<file path="config.mk">
export PLATFORM = sky130hd
export DESIGN_NAME = divide_issue_stage
export DESIGN_NICKNAME = d
export VERILOG_FILES = /design/src/rtl/divide_issue_stage.sv
export SDC_FILE = /design/constraint.sdc
export NUM_CORES = 1
export LEC_CHECK = 0
export CAP_MARGIN = 15
export CORE_ASPECT_RATIO = 1.25
export CORE_MARGIN = 5
export CORE_UTILIZATION = 49
export CTS_CLUSTER_SIZE = 10
export DETAILED_ROUTE_END_ITERATION = 6
export PLACE_DENSITY = 0.78
export SLEW_MARGIN = 5
export SYNTH_ARGS = -nofsm -noshare
export SYNTH_HDL_FRONTEND = slang
export SYNTH_SLANG_ARGS = --single-unit
</file>
<file path="constraint.sdc">
create_clock -name clk -period 2.3 [get_ports clk]
set_input_delay 0.345 -clock clk [delete_from_list [all_inputs] [get_ports clk]]
set_output_delay 0.345 -clock clk [all_outputs]
set_load 0.05 [all_outputs]
</file>
<file path="src/rtl/divide_issue_stage.sv">
// Operand-issue / result-capture stage around an external combinational divider.
// A 2-entry FIFO feeds abus/bbus, which are held SETTLE cycles before div_out is captured.
module divide_issue_stage #(
    parameter int WIDTH  = 8,
    parameter int SETTLE = 2
) (
    input  logic             clk,
    input  logic             rst_n,
    input  logic             in_valid,
    output logic             in_ready,
    input  logic [WIDTH-1:0] in_a,
    input  logic [WIDTH-1:0] in_b,
    output logic [WIDTH-1:0] abus,
    output logic [WIDTH-1:0] bbus,
    input  logic [WIDTH-1:0] div_out,
    output logic             res_valid,
    input  logic             res_ready,
    output logic [WIDTH-1:0] res_q,
    output logic             res_dz,
    output logic [1:0]       dbg_state_o
);

    // Handshakes: a transfer happens on a rising edge where valid && ready;
    // valid never waits on ready, and res_* stay stable while res_valid && !res_ready.

    localparam int CW = $clog2(SETTLE) + 1;

    typedef enum logic [1:0] {
        S_IDLE = 2'd0,
        S_WAIT = 2'd1,
        S_HOLD = 2'd2
    } state_t;

    state_t           state_q, state_d;
    logic [CW-1:0]    cnt_q, cnt_d;
    logic [WIDTH-1:0] abus_q, abus_d;
    logic [WIDTH-1:0] bbus_q, bbus_d;
    logic [WIDTH-1:0] res_q_q, res_q_d;
    logic             res_dz_q, res_dz_d;
    logic             res_valid_q, res_valid_d;

    logic [WIDTH-1:0] fifo_a_q [2];
    logic [WIDTH-1:0] fifo_b_q [2];
    logic             wr_ptr_q, wr_ptr_d;
    logic             rd_ptr_q, rd_ptr_d;
    logic [1:0]       count_q, count_d;

    logic full;
    logic empty;
    logic push;
    logic pop;

    always_comb begin
        full     = (count_q == 2'd2);
        empty    = (count_q == 2'd0);
        in_ready = rst_n && !full;
        push     = in_valid && in_ready;
        pop      = (state_q == S_IDLE) && !empty;
    end

    // FIFO pointer/occupancy bookkeeping; simultaneous push and pop leave count unchanged.
    always_comb begin
        wr_ptr_d = wr_ptr_q;
        rd_ptr_d = rd_ptr_q;
        count_d  = count_q;
        if (push) begin
            wr_ptr_d = ~wr_ptr_q;
        end
        if (pop) begin
            rd_ptr_d = ~rd_ptr_q;
        end
        case ({push, pop})
            2'b10:   count_d = count_q + 2'd1;
            2'b01:   count_d = count_q - 2'd1;
            default: count_d = count_q;
        endcase
    end

    always_comb begin
        state_d     = state_q;
        cnt_d       = cnt_q;
        abus_d      = abus_q;
        bbus_d      = bbus_q;
        res_q_d     = res_q_q;
        res_dz_d    = res_dz_q;
        res_valid_d = res_valid_q;
        case (state_q)
            S_IDLE: begin
                if (pop) begin
                    abus_d  = fifo_a_q[rd_ptr_q];
                    bbus_d  = fifo_b_q[rd_ptr_q];
                    cnt_d   = CW'(SETTLE - 1);
                    state_d = S_WAIT;
                end
            end
            S_WAIT: begin
                if (cnt_q != '0) begin
                    cnt_d = cnt_q - CW'(1);
                end else begin
                    // A zero divisor never trusts div_out.
                    res_q_d     = (bbus_q == '0) ? {WIDTH{1'b1}} : div_out;
                    res_dz_d    = (bbus_q == '0);
                    res_valid_d = 1'b1;
                    state_d     = S_HOLD;
                end
            end
            S_HOLD: begin
                if (res_ready) begin
                    res_valid_d = 1'b0;
                    state_d     = S_IDLE;
                end
            end
            default: begin
                state_d = S_IDLE;
            end
        endcase
    end

    always_ff @(posedge clk) begin
        if (!rst_n) begin
            state_q     <= S_IDLE;
            cnt_q       <= '0;
            abus_q      <= '0;
            bbus_q      <= '0;
            res_q_q     <= '0;
            res_dz_q    <= 1'b0;
            res_valid_q <= 1'b0;
            wr_ptr_q    <= 1'b0;
            rd_ptr_q    <= 1'b0;
            count_q     <= 2'd0;
        end else begin
            state_q     <= state_d;
            cnt_q       <= cnt_d;
            abus_q      <= abus_d;
            bbus_q      <= bbus_d;
            res_q_q     <= res_q_d;
            res_dz_q    <= res_dz_d;
            res_valid_q <= res_valid_d;
            wr_ptr_q    <= wr_ptr_d;
            rd_ptr_q    <= rd_ptr_d;
            count_q     <= count_d;
        end
    end

    // Storage needs no reset: occupancy alone decides which entries are live.
    always_ff @(posedge clk) begin
        if (push) begin
            fifo_a_q[wr_ptr_q] <= in_a;
            fifo_b_q[wr_ptr_q] <= in_b;
        end
    end

    assign abus        = abus_q;
    assign bbus        = bbus_q;
    assign res_q       = res_q_q;
    assign res_dz      = res_dz_q;
    assign res_valid   = res_valid_q;
    assign dbg_state_o = state_q;

endmodule

</file>
* After elaboration in Yosys (flattened, before gate mapping)
Memories as Yosys holds them, arrays and structs flattened. A register that Yosys moved wholly into a read port is not among the register bits.
Cells that the tools add are included.
** Word-level totals
- Output and inout port bits :: 29
- Flip-flop bits (word level) :: 18
- Word-level logic and storage cells :: 57
- Memories :: 2
- RAM bits :: 32
- Input port bits :: 28
** Memory list
- fifo_a_q :: words 2, width 8, read ports 1, clocked after Yosys merged registers in 1, write ports 1, line 42 : logic [WIDTH-1:0] fifo_a_q [2];
- fifo_b_q :: words 2, width 8, read ports 1, clocked after Yosys merged registers in 1, write ports 1, line 43 : logic [WIDTH-1:0] fifo_b_q [2];
** Cells by class
- Multiplexer cells :: 13
- Add/sub/neg operators :: 3
- Reductions and logical operators :: 19
- Eq/ne operators :: 9
- Bitwise operators :: 3
** Operator list (number)
- $reduce_and A3 Y1 :: 3
- $logic_not A8 Y1 :: 1
- $mux W2 :: 4
- $mux W8 :: 1
- $ne A2 B2 Y1 const B :: 4
- $pmux W2 S2 :: 2
- $reduce_bool A2 Y1 :: 4
- $eq A2 B2 Y1 const B :: 3
- $pmux W2 S3 :: 1
- $eq A2 B1 Y1 const B :: 2
- $logic_not A1 Y1 :: 4
- $logic_not A2 Y1 :: 2
- $mux W1 :: 4
- $reduce_and A2 Y1 :: 2
- $sub A2 B1 Y2 const B :: 2
- $logic_and A1 B1 Y1 :: 3
- $not A1 Y1 :: 3
- $add A2 B1 Y2 const B :: 1
- $pmux W1 S2 :: 1

* Depth between registers and ports, before layout
Gate-level depths: netlist (run 1).
- Depth after elaboration :: 6
- Depth in mapped cells :: 7
- Depth with buffers taken out :: 6

* Worst setup path before layout (run 1)
OpenSTA, ideal clock, no wires.
- Kind :: reg2reg
- Start point :: register state_q[0], in the netlist dbg_state_o[0]
- End point :: register count_q[1]
- Buffers on the path :: 2
- Clock period less this slack :: 2.051 ns
- Setup time :: 0.070 ns
- Arrival time :: 1.981 ns
- Data required time :: 2.230 ns
- Path slack :: 0.249 ns
- Stages on the path, launching flop included :: 7
- Path through :: dfxtp_1 buf_2 nor3_2 buf_4 ha_1 or3_1 a21oi_1
** Between the ends
- Cells in the longest elaborated chain, start to end :: 4
- Elaborated cells on any way between the ends :: 6
- Those cells by class :: 2 x eq/ne; 1 x mux; 3 x reduce/logical
** Ends and longest elaborated chain
- start, declared :: line 34 : state_t state_q, state_d;
- start signal, assigned :: line 132 : state_q <= state_d;
- $logic_not A2 Y1 * :: line 58 : pop = (state_q == S_IDLE) && !empty;
- $logic_and A1 B1 Y1 * :: line 58
- net pop :: line 51 : logic pop;
- $eq A2 B1 Y1 / $eq A2 B2 Y1 (equally long branches) :: line 72 : case ({push, pop})
- $pmux W2 S2 / $reduce_bool A2 Y1 (equally long branches)
- end signal, assigned :: line 141 : count_q <= count_d;
- end, declared :: line 46 : logic [1:0] count_q, count_d;
The timed path passes the listed nets; every way through them passes the cells marked *.
A chain may end at the register's enable or synchronous reset.

* Final worst setup path (run 1)
- Start point :: register state_q[1], in the netlist dbg_state_o[1]
- End point :: output dbg_state_o[1]
** RTL lines
- end, declared :: line 20 : output logic [1:0] dbg_state_o
No word-level cell between the ends.

==> results of run 1 <==
area by class of cell:
class,instances,area share
Multi-Input combinational cell,105,0.2333
Clock buffer,9,0.03632
Timing Repair Buffer,62,0.1805
Tap cell,62,0.02274
Sequential cell,66,0.4813
Inverter,4,0.004402
Clock inverter,7,0.04145
cells by family after synthesis:
group / after synthesis
flip-flops: 66
adder cells (fa/ha/maj): 2
buffers and inverters: 16
XOR/XNOR: 2
AND/OR/NAND/NOR: 30
multiplexers: 17
AO/OA/AOI/OAI: 54
cell usage in the layout (no fill, tap or decap), drive strengths merged, types with 2 or more instances in the layout:
| master | n |
|---|---|
| ha | 2 |
| o21ai | 2 |
| a211oi | 16 |
| o311a | 8 |
| mux2i | 17 |
| dfxtp | 34 |
| clkbuf | 9 |
| nand2 | 3 |
| or4 | 2 |
| nor2 | 7 |
| bufinv | 4 |
| inv | 4 |
| clkdlybuf4s50 | 55 |
| nand2b | 3 |
| buf | 7 |
| a21oi | 22 |
| or2b | 5 |
| clkinv | 2 |
| edfxtp | 32 |
| nand3b | 2 |
stage by stage:
step | cells | total power [mW]
2_1_floorplan | 187 | 3.584
3_3_place_gp | 299 | 4.244
3_5_place_dp | 299 | 4.291
4_1_cts | 315 | 5.571
5_1_grt | 315 | 5.805
6_report | 315 | 5.529
layer usage:
layer,global-route usage,part of all wire
met5,0,0
met4,0.07715,0.021
met3,0.05234,0.069
met2,0.2899,0.53
met1,0.1621,0.38
flip-flops by register name, summed over array words and instances, names as in the netlist:
register and flops:
bbus 8, dbg_state_o 2, fifo_b_q 16, res_valid 1
fifo_a_q 16, wr_ptr_q 1, rd_ptr_q 1, res_q 8
abus 8, res_dz 1, count_q 2, cnt_q 2
power by group:
part	switching, mW	leakage, nW	internal [mW]
logic	1.59	0.523	0.943
registers	0.205	0.573	1.54
clock network	0.429	0.129	0.829
worst paths after layout:
| kind | startpoint | to | slack [ps] | cells after the start |
|---|---|---|---|---|
| setup / recovery | dbg_state_o[1] | dbg_state_o[1] | 240 | 1 |
| hold / removal | rd_ptr_q | rd_ptr_q | 470 | 2 |
| setup reg to reg | count_q[1] | count_q[1] | 640 | 5 |
| hold reg to reg | rd_ptr_q | rd_ptr_q | 470 | 2 |
worst min-delay path: stages, from the launching register on:
cell and delay [ps]:
sky130_fd_sc_hd__dfxtp_1 310, sky130_fd_sc_hd__o31ai_1 60, sky130_fd_sc_hd__a21oi_1 50
==> results_dict.tcl, run 1 <==
set metrics [dict create \
    ctsLongestPathBuffers 2 \
    pre_cts_ws_ps 238.1 \
    first_pass_iters 4 \
    synth_enable_flop_cells 32 \
    place_area_sq_mm 0.003146 \
    setup_ws_ps 236.5 \
    yosys_most_used_dff "sky130_fd_sc_hd__dfxtp_1" \
    critical_path.max_stage_delay_ps 870 \
    synth-compound-area-share 0.1490 \
    setup-tns-final_ps 0 \
    route.vias.total 1717 \
    synthesis.instances 187 \
    postLayoutCellArea_sq_mm 0.003411 \
    synth_fp_nets 217 \
    cts_hold_repair.buffers 0 \
    hold_path_class "reg -> reg" \
    io_buffers 56 \
    detail_route.iter0.violations 78 \
    synth.top_cell.area_share 0.3802 \
    synth_top_family_by_area "compound AO/OA/AOI/OAI gates" \
    relative_max_transition_margin 0.5815 \
    run_status "completed" \
    postLayoutCoreUtil 0.6763 \
    grt_pass1_vias 1803 \
    fin_nets 278 \
    power-per-cell-area_mw_per_mm2 1621 \
    synth_sequential_area_ratio 0.6495 \
    worst_vdd_drop_v 0.0008985 \
    yosys_register_bits 66 \
    syn_area_sq_mm 0.002527 \
    setup_viol_count_final 0 \
    numClockSinks 66 \
    initial_utilization 0.5011 \
    synth_simple_gate_area_frac 0.08168 \
    place_hpwl_um 3227 \
    cts_root_buffer "sky130_fd_sc_hd__clkbuf_8" \
    kind_of_end_point_of_the_critical_path "output pin" \
    grt-ovfl-total 0 \
    rsz0062_at_grt "false" \
    wl_per_cell_um 16.06 \
    critical_path.top_delay_family "buffers and inverters" \
    floorplan.die_area_sq_mm 0.006703 \
    avgSynthCellArea_sq_um 13.52 \
    cap_viol_max_count 0 \
    final_antenna_net_count 0 \
    yosys.area_share.adder 0.009901 \
    synth_common_cells "sky130_fd_sc_hd__dfxtp_1, sky130_fd_sc_hd__edfxtp_1, sky130_fd_sc_hd__a21oi_1, sky130_fd_sc_hd__mux2i_1, sky130_fd_sc_hd__a211oi_1" \
    multi_input_logic_area_sq_um 795.8 \
    cts_inserted_buffers 9 \
    antenna_found_initial 0 \
    ctsHtreeMaxLevel 3 \
    grt_first_pass_wirelength_um 8128 \
    skew_ps 8.903 \
    clock_tree_from_tritoncts "done" \
    hold_ws_ps 471.8 \
    critPathMaxFanout 9 \
    worst_ep_required_time_ps 1960 \
    globalRouteTotalUtil 0.1616 \
    postSynth.asyncResetShare 0 \
    worst_setup_path_start_kind "flop" \
    grt_start_max_net_pins 26 \
    dieHeight_um 90.30 \
    yosys.area.top_type "sky130_fd_sc_hd__edfxtp_1" \
    insertedDiodeCount 0 \
    routabilityCongestion 0.7173 \
    synth_xor_xnor_area_share 0.006931 \
    critical_path.cell_chain "clkdlybuf4s50_1" \
    tightest_slew_ps 625.9 \
    via_per_inst 5.451 \
    static_leak_nw 1.226 \
    core.rowCount 29 \
    post-cts-setup-buffer-count 0 \
    critPathKind "reg -> out" \
    layout_worst_path_cycle_share 0.8972 \
    netlist_top_cells_area "sky130_fd_sc_hd__edfxtp_1, sky130_fd_sc_hd__dfxtp_1, sky130_fd_sc_hd__mux2i_1" \
    synth.most_common_cell "sky130_fd_sc_hd__dfxtp_1" \
    crit_slowest_cell "sky130_fd_sc_hd__clkdlybuf4s50_1" \
    timing.final.crit_period_ps 2063 \
    area.sequential_sq_mm 0.001642 \
    io_pins 57 \
    finalWirelength_um 5058 \
    ys_warn_count 0 \
    timing.critical_path.arrival_ps 1720 \
    critical_path_buf_inv_count 1 \
    post_cts_resize_count 0 \
    area_growth_pct 34.95 \
    core_sq_mm 0.005044 \
    proportion_of_synthesized_area_in_mux_cells 0.06733 \
    report.final.slew_viol_count 0 \
    floorplan.die.width_um 74.24 \
    layout-drive-gt1-share 0.1265 \
    worstSkewPairLatency_ps 340 \
    n_fill_cell 385 \
    post-route-drc-count 0 \
    finalHoldViolCount 0 \
    cts.reportedPaths.clkPinSlew_ps 70 \
    highest_attainable_clock_frequency_mhz 484.6 \
    yosysUniqueCellTypes 38 \
]
Power figures use the tool's default switching activity.
==> run 2, diff against run 1 <==
--- a/config.mk
+++ b/config.mk
@@ -11,6 +11,7 @@
 export CORE_UTILIZATION = 49
 export CTS_CLUSTER_SIZE = 10
 export DETAILED_ROUTE_END_ITERATION = 6
+export HOLD_SLACK_MARGIN = 0.02
 export PLACE_DENSITY = 0.78
 export SLEW_MARGIN = 5
 export SYNTH_ARGS = -nofsm -noshare
==> results of run 2 <==
Final layout, timing and power as in run 1 (identical DEF).
==> run 3, diff against run 2 <==
--- a/config.mk
+++ b/config.mk
@@ -13,6 +13,7 @@
 export DETAILED_ROUTE_END_ITERATION = 6
 export HOLD_SLACK_MARGIN = 0.02
 export PLACE_DENSITY = 0.78
+export RECOVER_POWER = 25
 export SLEW_MARGIN = 5
 export SYNTH_ARGS = -nofsm -noshare
 export SYNTH_HDL_FRONTEND = slang
==> results_dict.tcl, run 3 (synthesis results as in run 1) <==
set metrics [dict create \
    run_status "completed" \
    post-route-drc-count 0 \
    critical_path_buf_inv_count 1 \
    hold_path_class "reg -> reg" \
    final_antenna_net_count 0 \
    worst_vdd_drop_v 0.0008957 \
    first_pass_iters 4 \
    rsz0062_at_grt "false" \
    skew_ps 8.942 \
    finalWirelength_um 5054 \
    ctsLongestPathBuffers 2 \
    highest_attainable_clock_frequency_mhz 484.6 \
    relative_max_transition_margin 0.5815 \
    initial_utilization 0.5011 \
    worst_ep_required_time_ps 1960 \
    report.final.slew_viol_count 0 \
    post-cts-setup-buffer-count 0 \
    cts_root_buffer "sky130_fd_sc_hd__clkbuf_8" \
    place_hpwl_um 3227 \
    cts.reportedPaths.clkPinSlew_ps 70 \
    setup_ws_ps 236.5 \
    kind_of_end_point_of_the_critical_path "output pin" \
    logic_depth_of_the_worst_path_buffers_included 1 \
    grt_start_max_net_pins 26 \
    timing.critical_path.from "dbg_state_o[1]" \
    r2r_cells 5 \
    finalHoldViolCount 0 \
    via_per_inst 5.451 \
    postLayoutCoreUtil 0.6763 \
    cap_viol_max_count 0 \
    crit_slowest_cell "sky130_fd_sc_hd__clkdlybuf4s50_1" \
    io_buffers 56 \
    layout-drive-gt1-share 0.1265 \
    layout_commonest_cell "sky130_fd_sc_hd__clkdlybuf4s50_1" \
    detail_route.iter0.violations 79 \
    r2r-start "count_q[1]" \
    postLayoutCellArea_sq_mm 0.003411 \
    layout_worst_path_cycle_share 0.8972 \
    hold_ws_ps 471.8 \
    ctsHtreeMaxLevel 3 \
    tightest_slew_ps 625.9 \
    static_leak_nw 1.230 \
    place_area_sq_mm 0.003146 \
    critPathMaxFanout 9 \
    critical_path.max_stage_delay_ps 870 \
    setup_viol_count_final 0 \
    worst_setup_path_start_kind "flop" \
    grt-ovfl-total 0 \
    power-per-cell-area_mw_per_mm2 1619 \
    dieHeight_um 90.30 \
    core.rowCount 29 \
    critPathKind "reg -> out" \
    layout_top_registers "fifo_a_q: 16 flops, fifo_b_q: 16 flops" \
    setup-tns-final_ps 0 \
    critical_path.cell_chain "clkdlybuf4s50_1" \
    globalRouteTotalUtil 0.1616 \
    clock_tree_from_tritoncts "done" \
    critPathCapture "dbg_state_o[1]" \
    routabilityCongestion 0.7173 \
    antenna_found_initial 0 \
    reg2reg_setup_slack_ps 640 \
    numClockSinks 66 \
    insertedDiodeCount 0 \
    core_sq_mm 0.005044 \
    timing.final.crit_period_ps 2064 \
    floorplan.die_area_sq_mm 0.006703 \
    grt_pass1_vias 1803 \
    critical_path.top_delay_family "buffers and inverters" \
    n_fill_cell 385 \
    route.vias.total 1717 \
    io_pins 57 \
    floorplan.die.width_um 74.24 \
    worstSkewPairLatency_ps 340 \
    cts_hold_repair.buffers 0 \
    pre_cts_ws_ps 238.1 \
    cts_inserted_buffers 9 \
    fin_nets 278 \
    layout_common_cells "sky130_fd_sc_hd__clkdlybuf4s50_1, sky130_fd_sc_hd__dfxtp_1, sky130_fd_sc_hd__edfxtp_1" \
    wl_per_cell_um 16.04 \
    timing.critical_path.arrival_ps 1720 \
    grt_first_pass_wirelength_um 8128 \
    post_cts_resize_count 0 \
    area_growth_pct 34.95 \
    r2r_end "count_q[1]" \
]
[run 3: changes by cell type in the layout (fill, tap and decap cells not counted)]
cell	before	now
sky130_fd_sc_hd__clkdlybuf4s50_1	55	39
sky130_fd_sc_hd__dlygate4sd3_1	0	16
[run 3: layout make-up]
type                    count  area (sq um)  area share
flip-flops and latches     66          1642      0.4813
multi-input cells         105         795.8      0.2333
repair buffers             62         615.6      0.1805
clock inverters             7         141.4     0.04145
clock buffers               9         123.9     0.03632
well taps                  62         77.57     0.02274
inverters                   4         15.01    0.004402
[run 3: worst min-delay path by stage]
stage	from	to	slack, ps	cells past startpoint
after floorplan	in_a[0]	fifo_a_q[0][0]	440	0
after global placement	rd_ptr_q	rd_ptr_q	460	2
after detailed placement	res_valid	res_valid	470	2
after CTS	rd_ptr_q	rd_ptr_q	480	2
after global routing	rd_ptr_q	rd_ptr_q	510	2
final	rd_ptr_q	rd_ptr_q	470	2
[run 3: per-stage QoR]
| stage | power, mW | cells |
|---|---|---|
| 4_1_cts | 5.571 | 315 |
| 3_5_place_dp | 4.291 | 299 |
| 5_1_grt | 5.799 | 315 |
| 3_3_place_gp | 4.244 | 299 |
| 2_1_floorplan | 3.584 | 187 |
| 6_report | 5.524 | 315 |
[run 3: power breakdown]
group          internal [mW]  switching (mW)
combinational          0.937            1.59
sequential              1.54           0.205
clock                  0.829           0.429
total                   3.30            2.22
[run 3: routing by layer]
layer | wire length, um | track usage | up-vias
met4 | 104 | 0.07715 | 0
met5 | 0 | 0 | -
met1 | 1906 | 0.1621 | 818
met2 | 2695 | 0.2899 | 54
met3 | 348 | 0.05234 | 12
li1 | - | - | 833
[run 3: worst min-delay path, stage by stage (launching register included)]
cell and delay [ps]:
sky130_fd_sc_hd__dfxtp_1 310, sky130_fd_sc_hd__o31ai_1 60, sky130_fd_sc_hd__a21oi_1 50
